`config.mk`:
```
export PLATFORM = sky130hd
export DESIGN_NAME = decode_hazard_ctrl
export DESIGN_NICKNAME = d
export VERILOG_FILES = /design/src/rtl/decode_hazard_ctrl.sv
export SDC_FILE = /design/constraint.sdc
export NUM_CORES = 1
export LEC_CHECK = 0
export CORE_ASPECT_RATIO = 2
export CORE_MARGIN = 8
export CORE_UTILIZATION = 48
export CTS_CLUSTER_SIZE = 16
export DETAILED_ROUTE_END_ITERATION = 8
export PLACE_DENSITY = 0.9
export SLEW_MARGIN = 25
export SYNTH_ARGS = -nofsm -noshare
export SYNTH_HDL_FRONTEND = slang
export SYNTH_SLANG_ARGS = --single-unit
```
`constraint.sdc`:
```
create_clock -name clk -period 3.3 [get_ports clk]
set_input_delay 0.66 -clock clk [delete_from_list [all_inputs] [get_ports clk]]
set_output_delay 0.66 -clock clk [all_outputs]
set_load 0.02 [all_outputs]
```
`src/rtl/decode_hazard_ctrl.sv`:
```
// Decode-stage hazard sequencer: stall/flush/forward-select generation for the
// ID/EX register and fetch stage, with a two-state FSM covering the second
// stall cycle of a branch that depends on a load, and saturating event counters.
module decode_hazard_ctrl #(
  parameter int CNT_W = 16
) (
  input  logic             clk,
  input  logic             reset,
  input  logic [4:0]       rs1_F,
  input  logic [4:0]       rs2_F,
  input  logic             use_rs2_F,
  input  logic             branch_D,
  input  logic             MemRead_E,
  input  logic             RegWrite_E,
  input  logic [4:0]       rd_E,
  input  logic             MemRead_M,
  input  logic             RegWrite_M,
  input  logic [4:0]       rd_M,
  input  logic             mispredict_E,
  input  logic             jr_E,
  output logic             stall,
  output logic             flush,
  output logic             fwd_rs1,
  output logic             fwd_rs2,
  output logic             busy,
  output logic [CNT_W-1:0] stall_cnt,
  output logic [CNT_W-1:0] flush_cnt
);

  typedef enum logic {RUN = 1'b0, HOLD2 = 1'b1} state_t;

  state_t state, state_nxt;

  logic match_e, match_m;
  logic match_m_rs1, match_m_rs2;
  logic h_lu, h_ba, h_bl, h_bm;
  logic flush_req;

  // Saturating increment: counters park at all-ones instead of wrapping.
  function automatic logic [CNT_W-1:0] sat_inc(input logic [CNT_W-1:0] v);
    if (&v) return v;
    return v + {{(CNT_W-1){1'b0}}, 1'b1};
  endfunction

  // Register matches against EX and MEM producers; r0 never matches.
  always_comb begin
    match_m_rs1 = (rd_M != 5'd0) && (rd_M == rs1_F);
    match_m_rs2 = (rd_M != 5'd0) && (rd_M == rs2_F) && use_rs2_F;
    match_e     = (rd_E != 5'd0) &&
                  ((rd_E == rs1_F) || ((rd_E == rs2_F) && use_rs2_F));
    match_m     = match_m_rs1 || match_m_rs2;
  end

  // Hazard classification and control outputs; flush takes priority over stall.
  always_comb begin
    h_lu      = MemRead_E && match_e;
    h_ba      = branch_D && RegWrite_E && !MemRead_E && match_e;
    h_bl      = branch_D && MemRead_E && match_e;
    h_bm      = branch_D && MemRead_M && match_m;
    flush_req = mispredict_E || jr_E;
    flush     = flush_req && !reset;
    // In HOLD2 the load has reached MEM, so the branch still needs one more bubble.
    stall     = !reset && !flush_req &&
                ((state == HOLD2) || h_lu || h_ba || h_bl || h_bm);
    fwd_rs1   = RegWrite_M && !MemRead_M && match_m_rs1 && !flush;
    fwd_rs2   = RegWrite_M && !MemRead_M && match_m_rs2 && !flush;
    busy      = (state == HOLD2);
  end

  // Next-state logic: a redirect cancels any committed second stall.
  always_comb begin
    state_nxt = state;
    if (flush_req) begin
      state_nxt = RUN;
    end else begin
      case (state)
        RUN:     state_nxt = h_bl ? HOLD2 : RUN;
        HOLD2:   state_nxt = RUN;
        default: state_nxt = RUN;
      endcase
    end
  end

  // State register.
  always_ff @(posedge clk or posedge reset) begin
    if (reset) state <= RUN;
    else       state <= state_nxt;
  end

  // Performance counters for stall and flush cycles.
  always_ff @(posedge clk or posedge reset) begin
    if (reset) begin
      stall_cnt <= '0;
      flush_cnt <= '0;
    end else begin
      if (stall) stall_cnt <= sat_inc(stall_cnt);
      if (flush) flush_cnt <= sat_inc(flush_cnt);
    end
  end

endmodule

```
==> flow_metrics.py, run 1 <==
metrics = {
    "synth": {
        "synth.avg_cell_area_um2": 10.72,
        "synth_top_area_share_pct": 45.05,
        "synthesis.area_um2": 1833,
        "yosys_register_bits": 33,
        "yosys.area.top_type": "dfrtp_1",
        "synthCells": 171,
        "yosysWarnings": 0,
        "synth_compound_area_share_pct": 4.232,
        "synth_cell_types": 30,
        "synth_mux_area_share_pct": 1.843,
        "yosys.area_share.adder_pct": 1.365,
        "yosys.area_share.simple_pct": 22.46,
        "synth_xor_area_share_pct": 23.41,
        "synth_top_family_by_area": "XOR/XNOR gates",
        "synthTopCellsByArea": "dfrtp_1 (45%), xnor2_1 (15%), xor2_1 (8.6%), and3_1 (4.4%), nand4_1 (4.1%)",
        "syn_nets": 203,
        "seq_area_frac_synth_pct": 45.05,
    },
    "clocking": {
        "clk_latency_ps": 280,
        "cts_setup_buffers": 0,
        "cts_tree": "done",
        "clock_path_buffers": 2,
        "cts_made_buffers": 5,
        "post_cts_resized": 1,
        "clockRootBuffer": "clkbuf_8",
        "ctsHoldBuffers": 0,
        "clkSlewWorstSetupHoldPaths_ps": 60,
        "cts-htree-levels": 2,
        "clock_sinks": 33,
    },
    "setup_path": {
        "worstPathMaxFanout": 2,
        "path_cells": "clkdlybuf4s50_1, xor2_1, nor4_1, nand3_1, nor2_1, clkdlybuf4s50_1",
        "worstPathArrival_ps": 2550,
        "cpMostUsedCell": "clkdlybuf4s50_1",
        "regToRegSetupSlack_ps": 1080,
        "crit_family": "buffers and inverters",
        "cp-end-kind": "primary output",
        "cp-start-kind": "input pin",
        "required_ps": 2640,
        "crit_type": "in2out",
        "cpMaxStageDelayCell": "clkdlybuf4s50_1",
        "critPathBufInv": 2,
        "max_stage_delay_ps": 640,
    },
    "routing": {
        "postRouteWirelength_mm": 4.893,
        "drtAntennaViolNets": 0,
        "post_drt_wl_per_cell_um": 16.20,
        "drc": 0,
        "dr.pass1.iters": 4,
        "drt-initial-drc-count": 25,
        "num_vias": 1619,
        "via_per_inst": 5.361,
    },
    "power_and_ir_drop": {
        "p_sw_share_pct": 31.81,
        "power_frac_clock_pct": 24.2,
        "pwr-share-seq_pct": 45.9,
        "power_leakage_nw": 1.182,
        "power.internal_mw": 0.7706,
        "p_per_area_nw_per_um2": 420.1,
        "switching_power_mw": 0.3595,
        "power_mw": 1.130,
        "vdd_ir_drop_max_mv": 0.3691,
        "p_comb_share_pct": 29.9,
    },
    "run": {
        "max_cap_viol_count": 0,
    },
    "floorplan": {
        "coreArea_um2": 3764,
        "die_h_um": 103.4,
        "die_area_um2": 6172,
        "ios": 67,
        "start_util_pct": 48.70,
        "core.rowCount": 32,
        "die_w_um": 59.70,
    },
    "cells_and_area": {
        "area_delta_synth_final_pct": 46.76,
        "layout.nets": 284,
        "layout_commonest_cell": "clkdlybuf4s50_1",
        "nFillCells": 306,
        "drive_gt1_share_pct": 10.36,
        "final_cell_mix": "clkdlybuf4s50_1 (65), dfrtp_1 (33), xnor2_1 (31), xor2_1 (18), and3_1 (13)",
        "diodes": 0,
    },
    "worst_hold_path": {
        "hp-class": "reg2reg",
    },
    "grt": {
        "track_usage_pct": 16.80,
        "grt_pass1_wl_mm": 7.976,
        "grt_remaining_overflow": 0,
        "antenna_found_initial": 0,
        "grt_pass1_vias": 1747,
        "grt_max_degree": 19,
    },
    "placed_design": {
        "port_buffers": 66,
        "place_congestion": 0.8856,
        "place.detailed.hpwl_mm": 4.047,
    },
    "sta": {
        "finalCriticalPeriod_ps": 3208,
        "drv_slew": 0,
        "finalSetupViolCount": 0,
        "slew_headroom_pct": 55.86,
        "clock.fmax_ghz": 0.3117,
        "worstMarginPinSlew_ps": 661.4,
        "period_share_pct": 97.22,
        "rsz0062_at_grt": "no",
        "whs_ps": 496.3,
        "skew_ps": 2.695,
        "final-hold-violation-count": 0,
    },
    "run_status": {
        "outcome": "finished, final reports clean",
    },
}
==> power by group through the flow <==
stage / Clock, mW / Sequential, mW / Combinational (mW)
2_1_floorplan: 0 / 0.572 / 0.107
3_3_place_gp: 0 / 0.521 / 0.334
3_5_place_dp: 0 / 0.526 / 0.342
4_1_cts: 0.280 / 0.519 / 0.343
5_1_grt: 0.300 / 0.528 / 0.365
6_report: 0.273 / 0.519 / 0.338
==> through the flow <==
stage | util (%) | std cells | cell area (µm²) | TNS (ps) | setup WS, ps
after floorplan | - | 171 | 1833 | 0 | 1038
after global placement | 69.55 | 296 | 2618 | 0 | 18.99
after detailed placement | 69.55 | 296 | 2618 | -45.55 | -45.55
after CTS | 71.48 | 302 | 2690 | 0 | 106.3
after global routing | 71.48 | 302 | 2690 | 0 | 8.935
final | 71.48 | 302 | 2690 | 0 | 91.89
==> state kept, by name (all words and copies together), names as in the netlist <==
signal / count
stall_cnt: 16
flush_cnt: 16
busy: 1
==> cell type report <==
type	instances	area (µm²)	share of cell area (%)
Clock buffer	5	68.82	2.558
Clock inverter	1	5.005	0.1860
Inverter	4	15.01	0.5581
Multi-Input combinational cell	132	977.2	36.33
Sequential cell	33	825.8	30.70
Tap cell	51	63.81	2.372
Timing Repair Buffer	76	734.5	27.30
==> cells in the mapped netlist (all sizes together) <==
cell type  number
dfrtp          33
xnor2          31
xor2           18
nand4          14
and3           13
nand2          12
nand3           9
nor2            6
nor3            6
and4            4
inv             4
and2            3
mux2            3
a21o            2
a31oi           2
ha              2
a41o            1
buf             1
clkbuf          1
nand4b          1
nor4            1
nor4b           1
o21bai          1
o32ai           1
or2             1
==> per-layer routing <==
| layer | track usage (%) | vias up | share of wire [%] |
|---|---|---|---|
| met5 | 0 | - | 0 |
| met4 | 8.333 | 0 | 2.7 |
| met3 | 5.948 | 13 | 8.8 |
| met2 | 28.60 | 77 | 50 |
| met1 | 17.56 | 764 | 39 |
| li1 | - | 765 | - |
==> cell families (layout without fill, tap and decap cells) <==
group           count (synthesis)  in the layout
fa+ha+maj                       2              2
flops                          33             33
simple gates                   71             71
compound gates                  7              7
mux                             3              3
buf+inv                         6             86
xor+xnor                       49             49
==> worst paths after layout <==
path | end | from | cells past startpoint
max | fwd_rs2 | rs2_F[3] | 6
min | flush_cnt[10]$_DFFE_PP0P_ | flush_cnt[10]$_DFFE_PP0P_ | 1
max reg2reg | flush_cnt[14]$_DFFE_PP0P_ | flush_cnt[0]$_DFFE_PP0P_ | 8
min reg2reg | flush_cnt[10]$_DFFE_PP0P_ | flush_cnt[10]$_DFFE_PP0P_ | 1
max in group asynchronous | flush_cnt[3]$_DFFE_PP0P_ | reset | 3
min in group asynchronous | busy$_DFF_PP0_ | reset | 2
Power figures use the tool's default switching activity.
==> run 2: changes to the inputs <==
- CORE_MARGIN: 8 -> not set
==> run 2 against run 1 <==
Effect of this change: combinational power fell by 1%; hold slack got worse by 7.5 ps; first-iteration DRC count did not move; critical path type unchanged; critical endpoint unchanged; largest power group unchanged.
==> flow_metrics.py, run 2 (synthesis gave the netlist of run 1 again) <==
metrics = {
    "setup_path": {
        "worstPathMaxFanout": 2,
        "endpoint": "fwd_rs2",
        "cp-end-kind": "primary output",
        "cpMaxStageDelayCell": "clkdlybuf4s50_1",
        "worstPathArrival_ps": 2490,
        "r2r_cells": 8,
        "cp-start-kind": "input pin",
        "crit_type": "in2out",
        "regToRegSetupSlack_ps": 1110,
        "cpMostUsedCell": "clkdlybuf4s50_1",
        "r2r_end": "flush_cnt[10]$_DFFE_PP0P_",
        "required_ps": 2640,
        "r2r_start": "flush_cnt[0]$_DFFE_PP0P_",
        "path_cells": "clkdlybuf4s50_1, xor2_1, nor4_1, nand3_1, nor2_1, clkdlybuf4s50_1",
        "cp-startpoint": "rs2_F[4]",
        "max_stage_delay_ps": 610,
    },
    "grt": {
        "grt_pass1_wl_mm": 7.196,
        "grt_pass1_vias": 1646,
        "grt_max_degree": 34,
        "grt_remaining_overflow": 0,
        "track_usage_pct": 24.62,
        "antenna_found_initial": 0,
    },
    "cells_and_area": {
        "final_cell_mix": "clkdlybuf4s50_1 (65), dfrtp_1 (33), xnor2_1 (31), xor2_1 (18), and3_1 (13)",
        "utilization_pct": 73.54,
        "final_cells": 300,
        "nFillCells": 303,
        "diodes": 0,
        "area_delta_synth_final_pct": 46.28,
        "layout_commonest_cell": "clkdlybuf4s50_1",
        "drive_gt1_share_pct": 9.960,
        "layout.nets": 282,
    },
    "routing": {
        "drtAntennaViolNets": 0,
        "drc": 0,
        "num_vias": 1619,
        "via_per_inst": 5.397,
        "drt-initial-drc-count": 25,
        "dr.pass1.iters": 4,
        "postRouteWirelength_mm": 4.450,
        "post_drt_wl_per_cell_um": 14.83,
    },
    "floorplan": {
        "start_util_pct": 50.27,
        "coreArea_um2": 3646,
        "die_w_um": 45.70,
        "ios": 67,
        "die_h_um": 89.39,
        "core.rowCount": 31,
        "die_area_um2": 4085,
    },
    "power_and_ir_drop": {
        "p_per_area_nw_per_um2": 428.0,
        "power_leakage_nw": 1.177,
        "power_mw": 1.148,
        "vdd_ir_drop_max_mv": 0.3199,
    },
    "run": {
        "max_cap_viol_count": 0,
    },
    "clocking": {
        "clock_path_buffers": 2,
        "clock_sinks": 33,
        "clockRootBuffer": "clkbuf_8",
        "cts-htree-levels": 2,
        "cts_setup_buffers": 0,
        "post_cts_resized": 1,
        "ctsHoldBuffers": 0,
        "clkSlewWorstSetupHoldPaths_ps": 70,
        "clk_latency_ps": 280,
        "cts_made_buffers": 5,
        "cts_tree": "done",
    },
    "sta": {
        "slew_headroom_pct": 71.22,
        "skew_ps": 7.409,
        "finalSetupViolCount": 0,
        "setup_slack_ps": 154.2,
        "final-hold-violation-count": 0,
        "rsz0062_at_grt": "no",
        "drv_slew": 0,
        "period_share_pct": 95.33,
        "clock.fmax_ghz": 0.3179,
        "finalSetupTns_ps": 0,
        "worstMarginPinSlew_ps": 428.5,
        "finalCriticalPeriod_ps": 3146,
    },
    "placed_design": {
        "dp_slack_ps": 3.320,
        "place_congestion": 0.7977,
        "port_buffers": 66,
        "place.detailed.hpwl_mm": 3.602,
        "placed_cells": 292,
    },
    "worst_hold_path": {
        "hp-class": "reg2reg",
    },
    "run_status": {
        "outcome": "finished, final reports clean",
    },
}
[run 2: layout make-up]
type	instances	area, µm²	share of cell area [%]
clock buffers	6	72.57	2.706
well taps	49	61.31	2.287
clock inverters	2	10.01	0.3733
multi-input cells	132	977.2	36.44
inverters	4	15.01	0.5600
repair buffers	74	719.4	26.83
flip-flops and latches	33	825.8	30.80
[run 2: worst min path at each step]
stage	from	end	slack (ps)	depth (start not counted)
after floorplan	flush_cnt[10]$_DFFE_PP0P_	flush_cnt[10]$_DFFE_PP0P_	590	1
after global placement	stall_cnt[8]$_DFFE_PP0P_	stall_cnt[8]$_DFFE_PP0P_	480	1
after detailed placement	flush_cnt[14]$_DFFE_PP0P_	flush_cnt[14]$_DFFE_PP0P_	480	1
after CTS	flush_cnt[7]$_DFFE_PP0P_	flush_cnt[7]$_DFFE_PP0P_	490	1
after global routing	flush_cnt[14]$_DFFE_PP0P_	flush_cnt[14]$_DFFE_PP0P_	510	1
final	flush_cnt[7]$_DFFE_PP0P_	flush_cnt[7]$_DFFE_PP0P_	490	1
[run 2: power breakdown]
group	total, mW	internal [mW]	switching (mW)
clock network	0.295	0.146	0.149
logic	0.334	0.178	0.157
registers	0.518	0.453	0.0658
[run 2: routing by layer]
| layer | vias up | share of wire [%] | track usage (%) |
|---|---|---|---|
| met5 | - | 0 | 0 |
| met4 | 0 | 5.1 | 14.17 |
| met3 | 16 | 4.1 | 4.242 |
| met2 | 66 | 58 | 45.32 |
| met1 | 775 | 33 | 24.33 |
| li1 | 762 | - | - |
[run 2: critical path: cells and delay by family]
| kind | cells | cell delay [ps] |
|---|---|---|
| buffers and inverters | 2 | 1120 |
| and+or+nand+nor | 3 | 500 |
| xor gates and xnor gates | 1 | 210 |
[run 2: stage by stage]
step           hold WS, ps  cell area (µm²)
2_1_floorplan        588.7             1833
3_5_place_dp         478.1             2600
5_1_grt              509.3             2681
6_report             488.7             2681
4_1_cts              492.4             2681
3_3_place_gp         475.2             2600
==> run 3: changes to the inputs <==
- CTS_CLUSTER_SIZE: 16 -> 40
==> results of run 3 <==
The final DEF is identical to that of run 2; final timing and power are the same.
